==> src/rtl/fsm_output_ram_reader.sv <==
// ---------------------------------------------------------------------------
// fsm_output_ram_reader
//
// Purpose:
//    Read-side partner of the input FSM that fills the shared message RAM.
//    The writer's address counter is taken as the fill level. This block keeps
//    its own read pointer and pulls words back out in write order, one word
//    per start request. Each word is fetched from a synchronous RAM, held in
//    a capture register and offered on a valid/ready handshake. A one-cycle
//    finished pulse follows every accepted word.
//
// Parameters:
//    ADDR_WIDTH   RAM address width; also the read pointer and count width
//    DATA_WIDTH   RAM word width
//    RAM_LATENCY  cycles from the read-enable cycle to valid ram_data (1..4)
//
// Ports:
//    clk                   in   system clock, rising edge active
//    reset_n               in   asynchronous active-low reset
//    start                 in   request one word (looked at in IDLE only)
//    rewind                in   clear the read pointer (IDLE only, beats start)
//    write_count           in   number of words stored by the writer
//    ram_data              in   RAM read data
//    tx_ready              in   transmitter takes the offered word this cycle
//    address               out  RAM read address (zero outside READ)
//    read_enable           out  RAM read strobe (READ only)
//    data_to_transmission  out  captured word, always shows the register
//    data_valid            out  captured word is being offered
//    finished              out  one-cycle pulse after each accepted word
//    empty                 out  no unread words
//    words_available       out  number of unread words, modulo 2^ADDR_WIDTH
// ---------------------------------------------------------------------------
module fsm_output_ram_reader #(
   parameter int ADDR_WIDTH  = 16,
   parameter int DATA_WIDTH  = 32,
   parameter int RAM_LATENCY = 1
) (
   input  logic                  clk,
   input  logic                  reset_n,
   input  logic                  start,
   input  logic                  rewind,
   input  logic [ADDR_WIDTH-1:0] write_count,
   input  logic [DATA_WIDTH-1:0] ram_data,
   input  logic                  tx_ready,
   output logic [ADDR_WIDTH-1:0] address,
   output logic                  read_enable,
   output logic [DATA_WIDTH-1:0] data_to_transmission,
   output logic                  data_valid,
   output logic                  finished,
   output logic                  empty,
   output logic [ADDR_WIDTH-1:0] words_available
);

   // Three bits comfortably hold the largest reload value (RAM_LATENCY-1 = 3).
   localparam int WAIT_WIDTH = 3;
   localparam logic [WAIT_WIDTH-1:0] WAIT_RELOAD = WAIT_WIDTH'(RAM_LATENCY - 1);

   typedef enum logic [2:0] {
      IDLE    = 3'd0,
      READ    = 3'd1,
      WAIT    = 3'd2,
      PRESENT = 3'd3,
      DONE    = 3'd4
   } state_t;

   state_t                  state_q,    state_d;
   logic [ADDR_WIDTH-1:0]   rd_ptr_q,   rd_ptr_d;
   logic [WAIT_WIDTH-1:0]   wait_cnt_q, wait_cnt_d;
   logic [DATA_WIDTH-1:0]   data_reg_q, data_reg_d;

   // Fill level is a plain modulo difference between the writer's counter and
   // our pointer, so it stays right when either side wraps past the top of
   // the address space. It follows rd_ptr directly, which is why the count
   // already drops in the DONE cycle right after the handshake edge.
   always_comb begin
      words_available = write_count - rd_ptr_q;
      empty           = (words_available == '0);
   end

   // The captured word is shown in every state, not just PRESENT, so the
   // transmit side never sees anything but the last word read (or zero).
   always_comb begin
      data_to_transmission = data_reg_q;
   end

   // All architectural state lives here. Reset is asynchronous so a reset in
   // the middle of a transfer drops the word at once; the pointer is cleared
   // along with it, so nothing half-read is ever counted as consumed.
   always_ff @(posedge clk or negedge reset_n) begin
      if (!reset_n) begin
         state_q    <= IDLE;
         rd_ptr_q   <= '0;
         wait_cnt_q <= '0;
         data_reg_q <= '0;
      end else begin
         state_q    <= state_d;
         rd_ptr_q   <= rd_ptr_d;
         wait_cnt_q <= wait_cnt_d;
         data_reg_q <= data_reg_d;
      end
   end

   // Next-state and output decode. Every register holds and every strobe is
   // low by default, so each state only spells out what it changes.
   //
   // IDLE   : rewind wins over start; a start while empty is simply dropped.
   // READ   : one-cycle strobe of the current pointer onto the RAM port.
   // WAIT   : counts down RAM_LATENCY cycles; the count reaches zero on the
   //          cycle the RAM output becomes valid, which is when we capture.
   // PRESENT: offer the word until tx_ready; the pointer advances only on the
   //          accepting edge, so a stalled word is never skipped.
   // DONE   : single-cycle completion pulse, then back to IDLE.
   always_comb begin
      state_d     = state_q;
      rd_ptr_d    = rd_ptr_q;
      wait_cnt_d  = wait_cnt_q;
      data_reg_d  = data_reg_q;
      address     = '0;
      read_enable = 1'b0;
      data_valid  = 1'b0;
      finished    = 1'b0;

      case (state_q)
         IDLE: begin
            if (rewind) begin
               rd_ptr_d = '0;
            end else if (start && !empty) begin
               state_d = READ;
            end
         end

         READ: begin
            read_enable = 1'b1;
            address     = rd_ptr_q;
            wait_cnt_d  = WAIT_RELOAD;
            state_d     = WAIT;
         end

         WAIT: begin
            if (wait_cnt_q == '0) begin
               data_reg_d = ram_data;
               state_d    = PRESENT;
            end else begin
               wait_cnt_d = wait_cnt_q - WAIT_WIDTH'(1);
            end
         end

         PRESENT: begin
            data_valid = 1'b1;
            if (tx_ready) begin
               rd_ptr_d = rd_ptr_q + ADDR_WIDTH'(1);
               state_d  = DONE;
            end
         end

         DONE: begin
            finished = 1'b1;
            state_d  = IDLE;
         end

         default: begin
            state_d = IDLE;
         end
      endcase
   end

endmodule

==> config.mk <==
export PLATFORM = sky130hd
export DESIGN_NAME = fsm_output_ram_reader
export DESIGN_NICKNAME = d
export VERILOG_FILES = /design/src/rtl/fsm_output_ram_reader.sv
export SDC_FILE = /design/constraint.sdc
export NUM_CORES = 1
export LEC_CHECK = 0
export CORE_ASPECT_RATIO = 1.25
export CORE_MARGIN = 3
export CORE_UTILIZATION = 39
export CTS_CLUSTER_DIAMETER = 150
export DETAILED_ROUTE_END_ITERATION = 10
export PLACE_DENSITY = 0.67
export SLEW_MARGIN = 10
export SYNTH_ARGS = -nofsm -noshare
export SYNTH_HDL_FRONTEND = slang
export SYNTH_SLANG_ARGS = --single-unit
==> constraint.sdc <==
create_clock -name clk -period 3.45 [get_ports clk]
set_input_delay 0.69 -clock clk [delete_from_list [all_inputs] [get_ports clk]]
set_output_delay 0.69 -clock clk [all_outputs]
set_load 0.01 [all_outputs]
==> results.md, run 1 <==
- Number of cells on the critical path: 10
- FMAX: approximately 280 MHz
- CP delay by family, top: compound AO/OA/AOI/OAI gates
- HP Class: in -> async
- Area leader, netlist: dfrtp_1
- Cell breakdown of the critical path: clkdlybuf4s15_1, ha_4, a2111o_1, buf_6, o21ai_4, or4b_4, o211ai_2, nor2_1, nor4b_4, buf_2
- Post-synth top area share: between 30 and 40%
- Worst path arrival time: around 2.9 ns
- Synthesized area: about 3500 um^2
- Top cells by area, synth: dfrtp_1 (38%), mux2_2 (11%), ha_1 (6.4%), xnor2_1 (4.0%), and2_1 (3.4%)
- Residual DRC: 0
- Initial Util: between 40% and 50%
- CTS H-tree depth: 2
- Crit Path Class: in -> out
- Overall Global Routing Usage: 20.2%
- Max-capacitance violation count: 0
- WP buf/inv: 3
- Chip Height: 112 um
- Register bit total from synthesis: 54
- Met1 Wirelength: between 4000 and 5000 um
- Status: finished with violations
- Via density: 5.03
- Total length of routed met3 wires: a little under 600 um
- Wirelength per Cell: between 15 and 20 um
- Slew margin rel.: between 50% and 60%
- Post-Synthesis Cells: between 300 and 400
- R2R depth: 10
- Setup TNS: -0.112 ns
- Skew-Pair Late Insertion Delay: around 0.31 ns
- Avg Inst Size Synth: approximately 10 um^2
- Longest Clk Path Bufs: 2
- Vias in the first global route: around 3500
- Root Buffer: clkbuf_8
- Worst slew pin tran: between 0.6 and 0.7 ns
- CP startpoint kind: input port
- Routed wire length: ~10000 um
- Routed wl met2: around 5200 um
- Max stage delay cell, worst path: or4b_4
- Most frequent cells in the layout: buf_4 (98), clkdlybuf4s50_1 (94), dfrtp_1 (54)
- PwrDens: ~600 nW/um^2
- Clk pin slew, worst setup/hold paths: ~0.09 ns
- Worst Skew: about 0.0094 ns
- Area delta synth->final: 72.7%
- First-pass GRT wire length: roughly 17000 um
- Final total power: 3600 uW
- Clock share of power: 11.7%
- Reg power frac: between 20% and 30%
- Pint: ~2400 uW
- Logic pwr share: 59.6%
- Final core utilization: between 60% and 70%
- Final min period: 3.56 ns
- Clock tree from TritonCTS: done
- Final setup vio count: 1
- Post-route ant nets: 0
- Mapped Nets: 425
- RSZ-0062 raised after global routing: yes
- # IOs: about 120
- TritonRoute pass-1 iters: 4
- Post-synth top flop: dfrtp_1
- CP peak stage delay: roughly 0.48 ns
- P_leak: 0.00257 uW
- Required time of the critical path: between 2 and 3 ns
- Share of flip-flops with an asynchronous set or reset: 100%
- Antenna violations before repair: 0
- Yosys cell types: 67
- Max-slew violations: 0
- # diodes: 0
- R2r setup slk: between 0.5 and 0.6 ns
- Rows: 38
- Routed vias: 3468
- Core area: approximately 8700 um^2
- Final worst-path cycle share: 103%
- Detailed placer's ending HPWL: 7930 um
- Largest net degree at the start of global routing: 33
- Post-route worst setup slack: -0.112 ns
- Fin. Hold Viols: 0
- Layout cells sized above 1: 38.2%
- Fin cells: 690
- Most common cell after layout, fill and taps aside: buf_4
- IO Port Bufs: 120
- Peak VDD IR: between 400 and 500 uV
- Final nets: ~640
- Crit end category: output port
- # clock sinks: 54
- Die X: between 90 and 100 um
- Die Footprint: between 10000 and 15000 um^2
- Detailed Route Iter0 Violations: between 100 and 150
- Final Wtd Congestion: 0.842
- Sw Ratio: 34.1%
- GRT Residual Overflow: 0
- P_sw: 1230 uW
- Sequential area share after synthesis: 38.4%
- Yosys warnings: 0
- Placed cells: 665
- Violated checks: negative setup slack
- Total CTS buffers: 5
- Max layer used: met4
- EDFF count, synth: 0
- Critical path peak fanout: 5
[cells in the mapped netlist, types with 2 or more instances]
master,instances
o31ai_1,2
nor3b_1,5
mux2_2,33
nor2b_1,6
nor4b_1,2
buf_2,3
a21oi_1,13
nand4_1,7
o21ai_2,2
nand2_1,16
or3_1,4
or2_2,2
o21ai_0,11
nor2_1,29
and3_1,4
a21o_1,2
and2_1,19
a22o_1,3
nand3_1,7
xnor2_1,16
nor4_1,3
inv_1,26
o211ai_1,3
dfrtp_1,54
nand3b_1,2
clkbuf_1,5
nor3_1,4
a211oi_1,4
o21a_1,5
o31a_1,2
xor2_1,3
ha_1,18
buf_1,3
a311oi_1,2
[logic make-up (layout without fill, tap and decap cells)]
family                   Yosys count  after routing  synth area share, %
AO/OA/AOI/OAI                     64             64                 13.7
XOR/XNOR                          19             19                 4.73
adder cells (fa/ha/maj)           19             19                 6.97
buffers and inverters             39            256                 4.52
flip-flops                        54             54                 38.4
multiplexers                      33             33                 10.6
AND/OR/NAND/NOR                  125            125                 21.1
[power by group through the flow]
stage          Clock, uW  Sequential (uW)  Combinational, uW
2_1_floorplan          0             1100                851
3_3_place_gp           0             1030               1900
3_5_place_dp           0             1050               1930
4_1_cts              440             1030               2110
5_1_grt              467             1070               2300
6_report             423             1030               2150
[flip-flops by register name, indices dropped and copies added, names as in the netlist]
| signal | flops |
|---|---|
| wait_cnt_q | 3 |
| state_q | 3 |
| data_to_transmission | 32 |
| rd_ptr_q | 16 |
[through the flow]
step | worst slack (ns) | hold WS, ns | instance area (um^2)
after floorplan | 0.0232 | 0.394 | 3530
after global placement | -1.07 | 0.487 | 5470
after detailed placement | -1.14 | 0.495 | 5470
after CTS | -0.121 | 0.413 | 5920
after global routing | -0.191 | 0.446 | 6070
final | -0.112 | 0.405 | 6070
[path summary, 6_finish.rpt]
check | end | from
max | empty | write_count[6]
min | data_to_transmission[29]$_DFFE_PN0P_ | reset_n
max reg2reg | state_q[0]$_DFFE_PN0P_ | rd_ptr_q[1]$_DFFE_PN0P_
min reg2reg | data_to_transmission[30]$_DFFE_PN0P_ | data_to_transmission[30]$_DFFE_PN0P_
max in group asynchronous | data_to_transmission[10]$_DFFE_PN0P_ | reset_n
min in group clk | data_to_transmission[30]$_DFFE_PN0P_ | data_to_transmission[30]$_DFFE_PN0P_
[final cells by class]
| class | count | area, um^2 |
|---|---|---|
| multi-input cells | 260 | 2400 |
| repair buffers | 222 | 1960 |
| clock buffers | 5 | 68.8 |
| clock inverters | 3 | 45.0 |
| well taps | 120 | 150 |
| fillers | 678 | 2670 |
| flip-flops and latches | 54 | 1350 |
| inverters | 26 | 100 |
[metal layers]
| metal | vias to the layer above | global-route usage, % |
|---|---|---|
| li1 | 1694 | - |
| met1 | 1641 | 25.1 |
| met2 | 118 | 35.9 |
| met3 | 15 | 3.89 |
| met4 | 0 | 5.43 |
| met5 | - | 0 |
[what timing repair did]
item                                    in CTS  in global routing
hold buffers                                 0                  0
buffers inserted                            14                  3
endpoints found under the setup margin      15                  9
gates cloned                                 0                  0
hold endpoints to repair                     0                  0
gates resized for setup                     79                 35
pin swaps                                   33                 31
Note: power is estimated with default switching activity, not from simulation.
==> run 2, diff against run 1 <==
CTS_BUF_LIST = sky130_fd_sc_hd__clkbuf_8   (was default)
==> results of run 2 <==
No change in the layout: final DEF, timing and power equal those of run 1.
==> run 3, diff against run 2 <==
CORE_UTILIZATION = 23   (was 39)
PLACE_DENSITY = 0.43   (was 0.67)
clock period = 3.87 ns   (was 3.45 ns; I/O delays follow)
==> run 3 against run 2 <==
Compared with the run above:
- the run now ends clean
- power fell by 10%
- core utilization fell by 29 points
- flip-flop and latch count did not move
- sequential share of layout area rose by 0.67 points
- worst setup slack improved by 0.22 ns
- cell count rose by 5.2%
- combinational power fell by 15%
- via count fell by 3.9%
- clock skew fell by 0.0032 ns
- sequential power fell by 10%
- non-clock buffer count fell by 22
- hold slack improved by 0.10 ns
- critical path type unchanged
- largest cell class unchanged
==> results.md, run 3 (same netlist as run 1, synthesis figures left out) <==
- Status: finished, final reports clean (was finished with violations)
- Crit Path Class: in -> out (unchanged)
- # diodes: 0 (unchanged)
- Clock share of power: 14.5% (was 11.7%)
- TritonRoute pass-1 iters: 5 (was 4)
- RSZ-0062 raised after global routing: no (was yes)
- Routed vias: 3334 (was 3468)
- Crit end category: output port (unchanged)
- Pint: 2140 uW (was 2370 uW)
- WHS: 0.509 ns (was 0.405 ns)
- Required time of the critical path: 3.10 ns (was 2.76 ns)
- # IOs: 121 (unchanged)
- Sw Ratio: 33.8% (was 34.1%)
- Routed wire length: 11300 um (was 10400 um)
- First-pass GRT wire length: 17600 um (was 17000 um)
- GR Util met1: 15.9% (was 25.1%)
- Met2 Use GR: 24.1% (was 35.9%)
- Final worst-path cycle share: 97.2%
- Detailed Route Iter0 Violations: 133 (was 108)
- Cell breakdown of the critical path: dlygate4sd2_1, ha_4, o21a_1, o31a_1, o21ai_2, buf_4, xnor2_2, a211oi_2, nand4b_1, nor4b_4, buf_2 (was clkdlybuf4s15_1, ha_4, a2111o_1, buf_6, o21ai_4, or4b_4, o211ai_2, nor2_1, nor4b_4, buf_2)
- Seq. cell area: 1350 um^2 (unchanged)
- PwrDens: 548 nW/um^2 (was 593 nW/um^2)
- Worst slew pin tran: 0.720 ns (was 0.640 ns)
- Final Wtd Congestion: 0.799 (was 0.842)
- Max-capacitance violation count: 0 (unchanged)
- Root Buffer: clkbuf_8 (unchanged)
- Peak VDD IR: 348 uV (was 451 uV)
- WP buf/inv: 3 (unchanged)
- Reg power frac: 28.7% (about the same)
- P_sw: 1090 uW (was 1230 uW)
- # fillers: 1453 (was 678)
- Clock tree from TritonCTS: done (unchanged)
- Die X: 117 um (was 90.9 um)
- Wirelength per Cell: 15.6 um (was 15.1 um)
- R2R depth: 11 (was 10)
- Overall Global Routing Usage: 13.2% (was 20.2%)
- HP Class: in -> async (unchanged)
- GRT Residual Overflow: 0 (unchanged)
- Setup TNS: 0 ns (was -0.112 ns)
- Final total power: 3230 uW (was 3600 uW)
- Via density: 4.59 (was 5.03)
- Chip Height: 144 um (was 112 um)
- Post-route ant nets: 0 (unchanged)
- CP startpoint kind: input port (unchanged)
- Rows: 49 (was 38)
- Layout cells sized above 1: 33.0% (was 38.2%)
- Total CTS buffers: 5 (unchanged)
- Top Usage Layer GRT: met2 (unchanged)
- Residual DRC: 0 (unchanged)
- Worst path arrival time: 2.99 ns (was 2.87 ns)
- Largest register FFs: 32 (unchanged)
- Max stage delay cell, worst path: o31a_1 (was or4b_4)
- P_leak: 0.00246 uW (was 0.00257 uW)
- Critical path peak fanout: 4 (was 5)
- CTS H-tree depth: 2 (unchanged)
- # clock sinks: 54 (unchanged)
- Number of cells on the critical path: 11 (was 10)
- Most common cell after layout, fill and taps aside: clkdlybuf4s50_1 (was buf_4)
- Final nets: 619 (was 641)
- Vias in the first global route: 3491 (was 3545)
- CP peak stage delay: 0.33 ns (was 0.48 ns)
- Skew-Pair Late Insertion Delay: 0.31 ns (about the same)
- Longest Clk Path Bufs: 2 (unchanged)
- Antenna violations before repair: 0 (unchanged)
- Core area: 14700 um^2 (was 8750 um^2)
- CTS Hold Bufs: 0 (unchanged)
- Initial Util: 24.0% (was 40.2%)
- Detailed placer's ending HPWL: 8830 um (was 7930 um)
- Final core utilization: 40.3% (was 69.4%)
- FMAX: 266 MHz
- Final setup vio count: 0 (was 1)
- Most frequent cells in the layout: clkdlybuf4s50_1 (100), buf_4 (78), dfrtp_1 (54) (was buf_4 (98), clkdlybuf4s50_1 (94), dfrtp_1 (54))
- Final min period: 3.76 ns
- Logic pwr share: 56.8% (was 59.6%)
- Worst Skew: 0.00626 ns (was 0.00945 ns)
- IO Port Bufs: 120 (unchanged)
- Area delta synth->final: 67.7% (was 72.7%)
- Fin. Hold Viols: 0 (unchanged)
- Largest net degree at the start of global routing: 33 (unchanged)
- Slew margin rel.: 52.0% (was 57.0%)
- Die Footprint: 16800 um^2 (was 10200 um^2)
- Clk pin slew, worst setup/hold paths: 0.10 ns (was 0.09 ns)
- Max-slew violations: 0 (unchanged)
- Area of the multi-input gates: 2300 um^2 (was 2400 um^2)
- CP delay by family, top: compound AO/OA/AOI/OAI gates (unchanged)
- Met3 Track Usage GR: 2.39% (was 3.89%)
[run 3: area by class of cell]
class | count | share of cell area (%)
Multi-Input combinational cell | 260 | 39.0
Clock buffer | 6 | 1.40
Sequential cell | 54 | 22.9
Clock inverter | 2 | 1.02
Inverter | 26 | 1.65
Timing Repair Buffer | 200 | 30.3
Tap cell | 178 | 3.78
[run 3: final timing paths]
| path | slack, ns | to | start |
|---|---|---|---|
| worst max-delay path | 0.11 | empty | write_count[2] |
| min in group clk | 0.51 | data_to_transmission[5]$_DFFE_PN0P_ | data_to_transmission[5]$_DFFE_PN0P_ |
| max in group asynchronous | 2.53 | data_to_transmission[3]$_DFFE_PN0P_ | reset_n |
| worst max register to register | 0.89 | state_q[0]$_DFFE_PN0P_ | rd_ptr_q[5]$_DFFE_PN0P_ |
| worst min register to register | 0.51 | data_to_transmission[5]$_DFFE_PN0P_ | data_to_transmission[5]$_DFFE_PN0P_ |
| worst min-delay path | 0.51 | wait_cnt_q[1]$_DFFE_PN0P_ | reset_n |
[run 3: timing repair]
action                     in CTS  in global routing
setup endpoints to repair      12                  6
resized for setup              55                 20
hold endpoints to repair        0                  0
buffers inserted                7                  3
pin swaps                      25                 20
[run 3: worst reg2reg max path: stages (launching register included)]
cell,delay (ns)
dfrtp_1,0.39
inv_1,0.14
ha_2,0.32
buf_4,0.16
nor3b_1,0.13
a311oi_1,0.35
o311ai_4,0.19
buf_4,0.18
a2111oi_0,0.37
nor3b_1,0.28
and4bb_2,0.28
a21oi_1,0.07
[run 3: per-stage QoR]
step,cell area (um^2),cells,setup slack [ns]
finish,5900,726,0.109
global route,5900,726,0.00429
CTS,5800,723,0.00766
detailed placement,5420,708,-0.838
global placement,5420,708,-0.823
floorplan,3520,353,0.237
[run 3: metal layers]
layer | routed length, um | up-vias
met5 | 0 | -
met4 | 154 | 0
met3 | 743 | 9
met2 | 5640 | 114
met1 | 4780 | 1574
li1 | - | 1637
[run 3: power by group through the flow]
| stage | Combinational, uW | Clock, uW | Sequential [uW] |
|---|---|---|---|
| 3_3_place_gp | 1710 | 0 | 936 |
| 6_report | 1830 | 469 | 927 |
| 5_1_grt | 1990 | 513 | 961 |
| 4_1_cts | 1820 | 494 | 930 |
| 3_5_place_dp | 1720 | 0 | 943 |
| 2_1_floorplan | 754 | 0 | 982 |
